==> src/rtl/switch_alloc_pkg.sv <==
// Shared types and helpers for the router switch allocator.
package switch_alloc_pkg;

    // Per-output reservation state.
    typedef enum logic {
        IDLE = 1'b0,
        BUSY = 1'b1
    } alloc_state_t;

    // Router port directions as used by routing computation.
    localparam int unsigned NORTH = 0;
    localparam int unsigned SOUTH = 1;
    localparam int unsigned WEST  = 2;
    localparam int unsigned EAST  = 3;
    localparam int unsigned LOCAL = 4;

    // Round-robin successor of idx in a ring of n entries.
    function automatic int unsigned rr_next(input int unsigned idx, input int unsigned n);
        return (idx + 1 >= n) ? 0 : idx + 1;
    endfunction

endpackage

==> src/rtl/switch_allocator_rr_arbiter.sv <==
// Combinational N-way round-robin arbiter: first requester at or above ptr_i
// (wrapping) wins; grant is one-hot plus its encoded index.
module rr_arbiter #(
    parameter int unsigned N    = 4,
    parameter int unsigned IdxW = 2
) (
    input  logic [N-1:0]    req_i,
    input  logic [IdxW-1:0] ptr_i,
    output logic [N-1:0]    gnt_o,
    output logic [IdxW-1:0] idx_o,
    output logic            valid_o
);

    logic [IdxW:0]   sum;
    logic [IdxW-1:0] cand;

    // Scan requesters starting at the pointer; the first hit wins.
    always_comb begin
        gnt_o   = '0;
        idx_o   = '0;
        valid_o = 1'b0;
        sum     = '0;
        cand    = '0;
        for (int unsigned off = 0; off < N; off++) begin
            sum = {1'b0, ptr_i} + (IdxW + 1)'(off);
            if (sum >= (IdxW + 1)'(N)) begin
                sum = sum - (IdxW + 1)'(N);
            end
            cand = sum[IdxW-1:0];
            if (!valid_o && req_i[cand]) begin
                valid_o     = 1'b1;
                gnt_o[cand] = 1'b1;
                idx_o       = cand;
            end
        end
    end

endmodule

==> src/rtl/switch_allocator.sv <==
// Switch allocator for the mux-based crossbar: per-output round-robin
// arbitration with wormhole hold until the owner's tail flit transfers.
// Optional idle watchdog enabled by defining SWITCH_ALLOC_WATCHDOG_EN.
module switch_allocator
    import switch_alloc_pkg::*;
#(
    parameter int unsigned INPUTS          = 4,
    parameter int unsigned OUTPUTS         = 4,
    parameter int unsigned REQUEST_WIDTH   = 32,
    parameter int unsigned WATCHDOG_CYCLES = 1024
) (
    input  logic                               clk,
    input  logic                               rst_n,
    input  logic [INPUTS-1:0]                  route_req,
    input  logic [INPUTS*REQUEST_WIDTH-1:0]    route_dest,
    output logic [INPUTS-1:0]                  route_gnt,
    input  logic [INPUTS-1:0]                  tail_done,
    input  logic [OUTPUTS-1:0]                 out_fire,
    output logic [OUTPUTS*REQUEST_WIDTH-1:0]   routeSelect,
    output logic [OUTPUTS-1:0]                 outputBusy,
    output logic [INPUTS-1:0]                  PortReserved,
    output logic [INPUTS-1:0]                  dest_err,
    output logic [OUTPUTS-1:0]                 wd_expired
);

    localparam int unsigned PtrW = (INPUTS > 1) ? $clog2(INPUTS) : 1;

    alloc_state_t             state_q [OUTPUTS];
    alloc_state_t             state_d [OUTPUTS];
    logic [PtrW-1:0]          ptr_q   [OUTPUTS];
    logic [PtrW-1:0]          ptr_d   [OUTPUTS];
    logic [REQUEST_WIDTH-1:0] sel_q   [OUTPUTS];
    logic [REQUEST_WIDTH-1:0] sel_d   [OUTPUTS];
    logic [INPUTS-1:0]        reserved_q, reserved_d;
    logic [INPUTS-1:0]        gnt_q, gnt_d;
    logic [INPUTS-1:0]        dest_err_q, dest_err_d;

    logic [REQUEST_WIDTH-1:0] dest     [INPUTS];
    logic [INPUTS-1:0]        elig     [OUTPUTS];
    logic [INPUTS-1:0]        arb_gnt  [OUTPUTS];
    logic [PtrW-1:0]          arb_idx  [OUTPUTS];
    logic [OUTPUTS-1:0]       arb_valid;
    logic [OUTPUTS-1:0]       tail_rel;
    logic [OUTPUTS-1:0]       wd_rel;
    logic [OUTPUTS-1:0]       rel;
    logic [INPUTS-1:0]        in_rel;
    logic [INPUTS-1:0]        in_gnt;

    for (genvar gi = 0; gi < INPUTS; gi++) begin : g_dest
        assign dest[gi] = route_dest[gi*REQUEST_WIDTH +: REQUEST_WIDTH];
    end

    // Eligibility uses registered busy/reserved so a release is re-arbitrated
    // only in the following cycle.
    always_comb begin
        for (int o = 0; o < OUTPUTS; o++) begin
            elig[o] = '0;
            for (int i = 0; i < INPUTS; i++) begin
                elig[o][i] = route_req[i] && (dest[i] == REQUEST_WIDTH'(o)) &&
                             !reserved_q[i] && (state_q[o] == IDLE);
            end
        end
    end

    for (genvar go = 0; go < OUTPUTS; go++) begin : g_arb
        rr_arbiter #(
            .N    (INPUTS),
            .IdxW (PtrW)
        ) u_arb (
            .req_i   (elig[go]),
            .ptr_i   (ptr_q[go]),
            .gnt_o   (arb_gnt[go]),
            .idx_o   (arb_idx[go]),
            .valid_o (arb_valid[go])
        );
        assign routeSelect[go*REQUEST_WIDTH +: REQUEST_WIDTH] = sel_q[go];
    end

    // Tail release: only the owning input's tail_done frees a busy output.
    always_comb begin
        for (int o = 0; o < OUTPUTS; o++) begin
            tail_rel[o] = 1'b0;
            if (state_q[o] == BUSY) begin
                for (int i = 0; i < INPUTS; i++) begin
                    if ((sel_q[o] == REQUEST_WIDTH'(i)) && tail_done[i]) begin
                        tail_rel[o] = 1'b1;
                    end
                end
            end
        end
    end

    assign rel = tail_rel | wd_rel;

    // Map output releases and grants back onto the inputs involved.
    always_comb begin
        in_rel = '0;
        in_gnt = '0;
        for (int o = 0; o < OUTPUTS; o++) begin
            in_gnt = in_gnt | arb_gnt[o];
            for (int i = 0; i < INPUTS; i++) begin
                if (rel[o] && (sel_q[o] == REQUEST_WIDTH'(i))) begin
                    in_rel[i] = 1'b1;
                end
            end
        end
    end

    // Per-output FSM, pointer and route-select next state.
    always_comb begin
        for (int o = 0; o < OUTPUTS; o++) begin
            state_d[o] = state_q[o];
            ptr_d[o]   = ptr_q[o];
            sel_d[o]   = sel_q[o];
            unique case (state_q[o])
                IDLE: begin
                    if (arb_valid[o]) begin
                        state_d[o] = BUSY;
                        ptr_d[o]   = PtrW'(rr_next(32'(arb_idx[o]), INPUTS));
                        sel_d[o]   = REQUEST_WIDTH'(arb_idx[o]);
                    end
                end
                BUSY: begin
                    if (rel[o]) begin
                        state_d[o] = IDLE;
                    end
                end
            endcase
        end
    end

    // Input-side reservation, grant pulse and sticky destination error.
    always_comb begin
        reserved_d = (reserved_q & ~in_rel) | in_gnt;
        gnt_d      = in_gnt;
        dest_err_d = dest_err_q;
        for (int i = 0; i < INPUTS; i++) begin
            if (route_req[i] && (dest[i] >= REQUEST_WIDTH'(OUTPUTS))) begin
                dest_err_d[i] = 1'b1;
            end
        end
    end

    // Allocator state registers.
    always_ff @(posedge clk or negedge rst_n) begin
        if (!rst_n) begin
            for (int o = 0; o < OUTPUTS; o++) begin
                state_q[o] <= IDLE;
                ptr_q[o]   <= '0;
                sel_q[o]   <= '0;
            end
            reserved_q <= '0;
            gnt_q      <= '0;
            dest_err_q <= '0;
        end else begin
            for (int o = 0; o < OUTPUTS; o++) begin
                state_q[o] <= state_d[o];
                ptr_q[o]   <= ptr_d[o];
                sel_q[o]   <= sel_d[o];
            end
            reserved_q <= reserved_d;
            gnt_q      <= gnt_d;
            dest_err_q <= dest_err_d;
        end
    end

    always_comb begin
        for (int o = 0; o < OUTPUTS; o++) begin
            outputBusy[o] = (state_q[o] == BUSY);
        end
    end

    assign route_gnt    = gnt_q;
    assign PortReserved = reserved_q;
    assign dest_err     = dest_err_q;

`ifdef SWITCH_ALLOC_WATCHDOG_EN
    localparam int unsigned WdW = $clog2(WATCHDOG_CYCLES + 1);

    logic [WdW-1:0]     wd_cnt_q [OUTPUTS];
    logic [WdW-1:0]     wd_cnt_d [OUTPUTS];
    logic [OUTPUTS-1:0] wd_exp_q, wd_exp_d;

    // Count busy cycles without a transfer; expiry forces a release.
    always_comb begin
        wd_exp_d = wd_exp_q;
        for (int o = 0; o < OUTPUTS; o++) begin
            wd_rel[o] = (state_q[o] == BUSY) && (wd_cnt_q[o] >= WdW'(WATCHDOG_CYCLES));
            if ((state_q[o] != BUSY) || out_fire[o] || tail_rel[o] || wd_rel[o]) begin
                wd_cnt_d[o] = '0;
            end else begin
                wd_cnt_d[o] = wd_cnt_q[o] + 1'b1;
            end
            if (wd_rel[o]) begin
                wd_exp_d[o] = 1'b1;
            end
        end
    end

    // Watchdog counters and sticky expiry flags.
    always_ff @(posedge clk or negedge rst_n) begin
        if (!rst_n) begin
            for (int o = 0; o < OUTPUTS; o++) begin
                wd_cnt_q[o] <= '0;
            end
            wd_exp_q <= '0;
        end else begin
            for (int o = 0; o < OUTPUTS; o++) begin
                wd_cnt_q[o] <= wd_cnt_d[o];
            end
            wd_exp_q <= wd_exp_d;
        end
    end

    assign wd_expired = wd_exp_q;
`else
    logic unused_wd;

    assign wd_rel     = '0;
    assign wd_expired = '0;
    assign unused_wd  = ^{out_fire, WATCHDOG_CYCLES};
`endif

endmodule

==> config.mk <==
export PLATFORM = sky130hd
export DESIGN_NAME = switch_allocator
export DESIGN_NICKNAME = d
export VERILOG_FILES = /design/src/rtl/switch_alloc_pkg.sv /design/src/rtl/switch_allocator_rr_arbiter.sv /design/src/rtl/switch_allocator.sv
export SDC_FILE = /design/constraint.sdc
export NUM_CORES = 1
export LEC_CHECK = 0
export ABC_AREA = 0
export CAP_MARGIN = 5
export CORE_MARGIN = 3
export CORE_UTILIZATION = 40
export CTS_CLUSTER_DIAMETER = 150
export CTS_CLUSTER_SIZE = 28
export DETAILED_ROUTE_END_ITERATION = 8
export GPL_ROUTABILITY_DRIVEN = 1
export PLACE_DENSITY = 0.83
export RECOVER_POWER = 25
export SLEW_MARGIN = 0
export SYNTH_ARGS = -nofsm -noshare
export SYNTH_HDL_FRONTEND = slang
export SYNTH_SLANG_ARGS = --single-unit
==> constraint.sdc <==
create_clock -name clk -period 4.54 [get_ports clk]
set_input_delay 0.681 -clock clk [delete_from_list [all_inputs] [get_ports clk]]
set_output_delay 0.681 -clock clk [all_outputs]
set_load 0.03 [all_outputs]
==> results.toml <==
[route]
drc_errors = 0
viasPerCell = 5.78
initialDrtViolationCount = 570
routed_wirelength_mm = 18.0
dr_total_vias = 5868
first_pass_iters = 5
antenna_left = 0
wl_per_cell_microns = 17.8

[timing]
clock.fmax_mhz = 252
worstMarginPinSlew_ns = 1.89
setup_viol = 0
hold_slack_ns = 0.468
period_share_pct = 87.5
rsz0062_at_grt = "no"
finalHoldViolCount = 0
fin_skew_ns = 0.00756
relSlewSlack_pct = -26.1
drv_slew = 33
fin_crit_ns = 3.97
timing.setup.tns_ns = 0

[cts]
cts_tree = "built"
cts_htree_levels = 2
ctsResizeCount = 0
post_cts_buffers = 0
hold_buffers = 0
clock_sinks = 32
insertion_delay_ns = 0.28
path_clk_slew_ns = 0.06
cts_buffers = 5
clockRootBuffer = "clkbuf_16"
cts_buffer_depth = 2

[critical_path]
worstSetupStartpointType = "input pin"
critPathKind = "in -> reg"
crit_slowest_cell = "or4_1"
crit_family = "simple AND/OR/NAND/NOR gates"
slowest_delay_ns = 0.60
crit_chain = "clkdlybuf4s50_1 > nor4_2 > nand4_2 > or4_1 > nand3_1 > a21oi_1 > or2_2 > a221o_1 > a2111oi_2 > nand3_1"
cp.required_ns = 4.66
crit_buf_inv = 1
end_kind = "register"
path_common_cell = "nand3_1"
crit_fanout = 10
arrival_ns = 4.09

[logic_synthesis]
synth_xor_area_share_pct = 0.511
yosys.area_share.simple_pct = 34.8
synth_area_leader_cell = "buf_4"
seq_area_frac_synth_pct = 15.6
ys.flop_type = "dfrtp_1"
ys_ff_latch = 32
synth.area.top_cells = "buf_4, dfrtp_1, nand2_1"
ys_types = 80
yosysMostFrequentCell = "buf_4"
yosysWarnings = 0
synth_common_cells = "buf_4, nand2_1, nor2_1, nor4_1, dfrtp_1"
synth_top_family_by_area = "simple AND/OR/NAND/NOR gates"
syn_avg_cell_area_sq_um = 7.62
syn_inst = 675
synth-edff-count = 0
synth_fa_ha_area_share_pct = 4.38
synth-compound-area-share_pct = 18.4
ys_async_sr_fraction_pct = 100
synth_mux_area_share_pct = 5.01
syn_area_sq_um = 5140
synth_top_area_share_pct = 18.3

[die]
start_util_pct = 41.9
rows = 40
die_width_microns = 119
die_h_microns = 119
num_io_pins = 290
core_area_sq_um = 12300
dieArea_sq_um = 14200

[power_and_ir_drop]
powerDensity_nw_per_um2 = 157
vdd_ir_drop_max_mv = 0.140
p_leak_nw = 2.74

[hold_path]
hold_class = "reg -> reg"

[global_routing]
grt_antenna_before_repair = 0
grt_first_pass_wirelength_mm = 27.8
first_global_vias = 5439
grt_max_degree = 33
grt_overflow_total = 0
grtUsageTotal_pct = 23.7

[placed_design]
hpwl_mm = 14.3
dp_cells = 1007
portBuffers = 161
place_area_sq_um = 6610
gp_congestion = 1.04

[outcome]
status = "finished, violations left"
violations = "capacitance limit, slew limit"

[layout]
post_route_cells_drive_above_1_share_pct = 8.62
multi_input_area_sq_um = 3710
fillers = 1158
finalInstanceArea_sq_um = 6780
layout.nets = 1006
antenna_cells = 0
finalNonFillerCells = 1015
seq_area_sq_um = 801
syn2layout_area_growth_pct = 31.9
final_util_pct = 55.3

[flow_run]
cap_violations = 1
## routing by layer
| metal | share of wire (%) | routed length [microns] | track usage (%) | vias up |
|---|---|---|---|---|
| met2 | 47 | 8530 | 39.9 | 465 |
| met4 | 3.5 | 625 | 8.66 | 0 |
| met5 | 0 | 0 | 0 | - |
| met1 | 37 | 6610 | 29.9 | 2679 |
| li1 | - | - | - | 2647 |
| met3 | 13 | 2280 | 4.80 | 77 |
## stage by stage
step	power, W	worst slack (ns)
2_1_floorplan	0.000582	1.08
3_3_place_gp	0.000665	0.380
3_5_place_dp	0.000668	0.363
4_1_cts	0.00106	0.636
5_1_grt	0.00110	0.309
6_report	0.00107	0.568
## cell usage in the layout (no fill, tap or decap), drive strengths merged, types with 7 or more instances in the layout
| cell | n |
|---|---|
| nor4 | 48 |
| ha | 18 |
| nor4b | 9 |
| o22ai | 9 |
| nand2b | 8 |
| nand3 | 21 |
| a22oi | 7 |
| nor3b | 10 |
| nand4 | 18 |
| o21ai | 22 |
| dfrtp | 32 |
| conb | 124 |
| or3 | 13 |
| mux2i | 10 |
| inv | 13 |
| a21o | 8 |
| nor2 | 41 |
| nor3 | 31 |
| buf | 31 |
| nand2 | 68 |
| clkdlybuf4s50 | 160 |
| nand3b | 8 |
| a21oi | 12 |
## registers in the layout, indices dropped and copies added (netlist names), named ones only
register	flops
PortReserved	4
dest_err	4
outputBusy	4
ptr_q	6
routeSelect	8
route_gnt	4
## report_power, final
part           switching [W]  total [W]  leakage [nW]  internal, W
Sequential         0.0000122   0.000305         0.416     0.000293
Clock               0.000141   0.000399        0.0798     0.000258
Combinational       0.000224   0.000362          2.24     0.000139
Total               0.000377    0.00107          2.74     0.000689
## layout make-up
type                    instances  share of cell area, %
multi-input cells             600                   54.7
repair buffers                192                   27.1
flip-flops and latches         32                   11.8
well taps                     168                   3.10
clock buffers                   5                   1.85
inverters                      15                  0.831
clock inverters                 3                  0.628
## logic make-up after synthesis
| logic type | count (synthesis) |
|---|---|
| xor gates and xnor gates | 3 |
| other | 1 |
| DFF | 32 |
| AOI/OAI and AO/OA | 125 |
| adders and majority gates | 18 |
| muxes | 18 |
| buffers and inverters | 166 |
| and+or+nand+nor | 312 |
## final timing paths
check | from | end | slack (ns) | cells after the start
max | route_dest[3] | PortReserved[0] | 0.57 | 10
min | dest_err[1] | dest_err[1] | 0.47 | 1
max reg2reg | register | PortReserved[2] | 0.70 | 11
min reg2reg | dest_err[1] | dest_err[1] | 0.47 | 1
max in group asynchronous | rst_n | PortReserved[1] | 2.53 | 1
min in group asynchronous | rst_n | routeSelect[32] | 0.91 | 1
No activity file was read; power rests on OpenSTA's default activity.
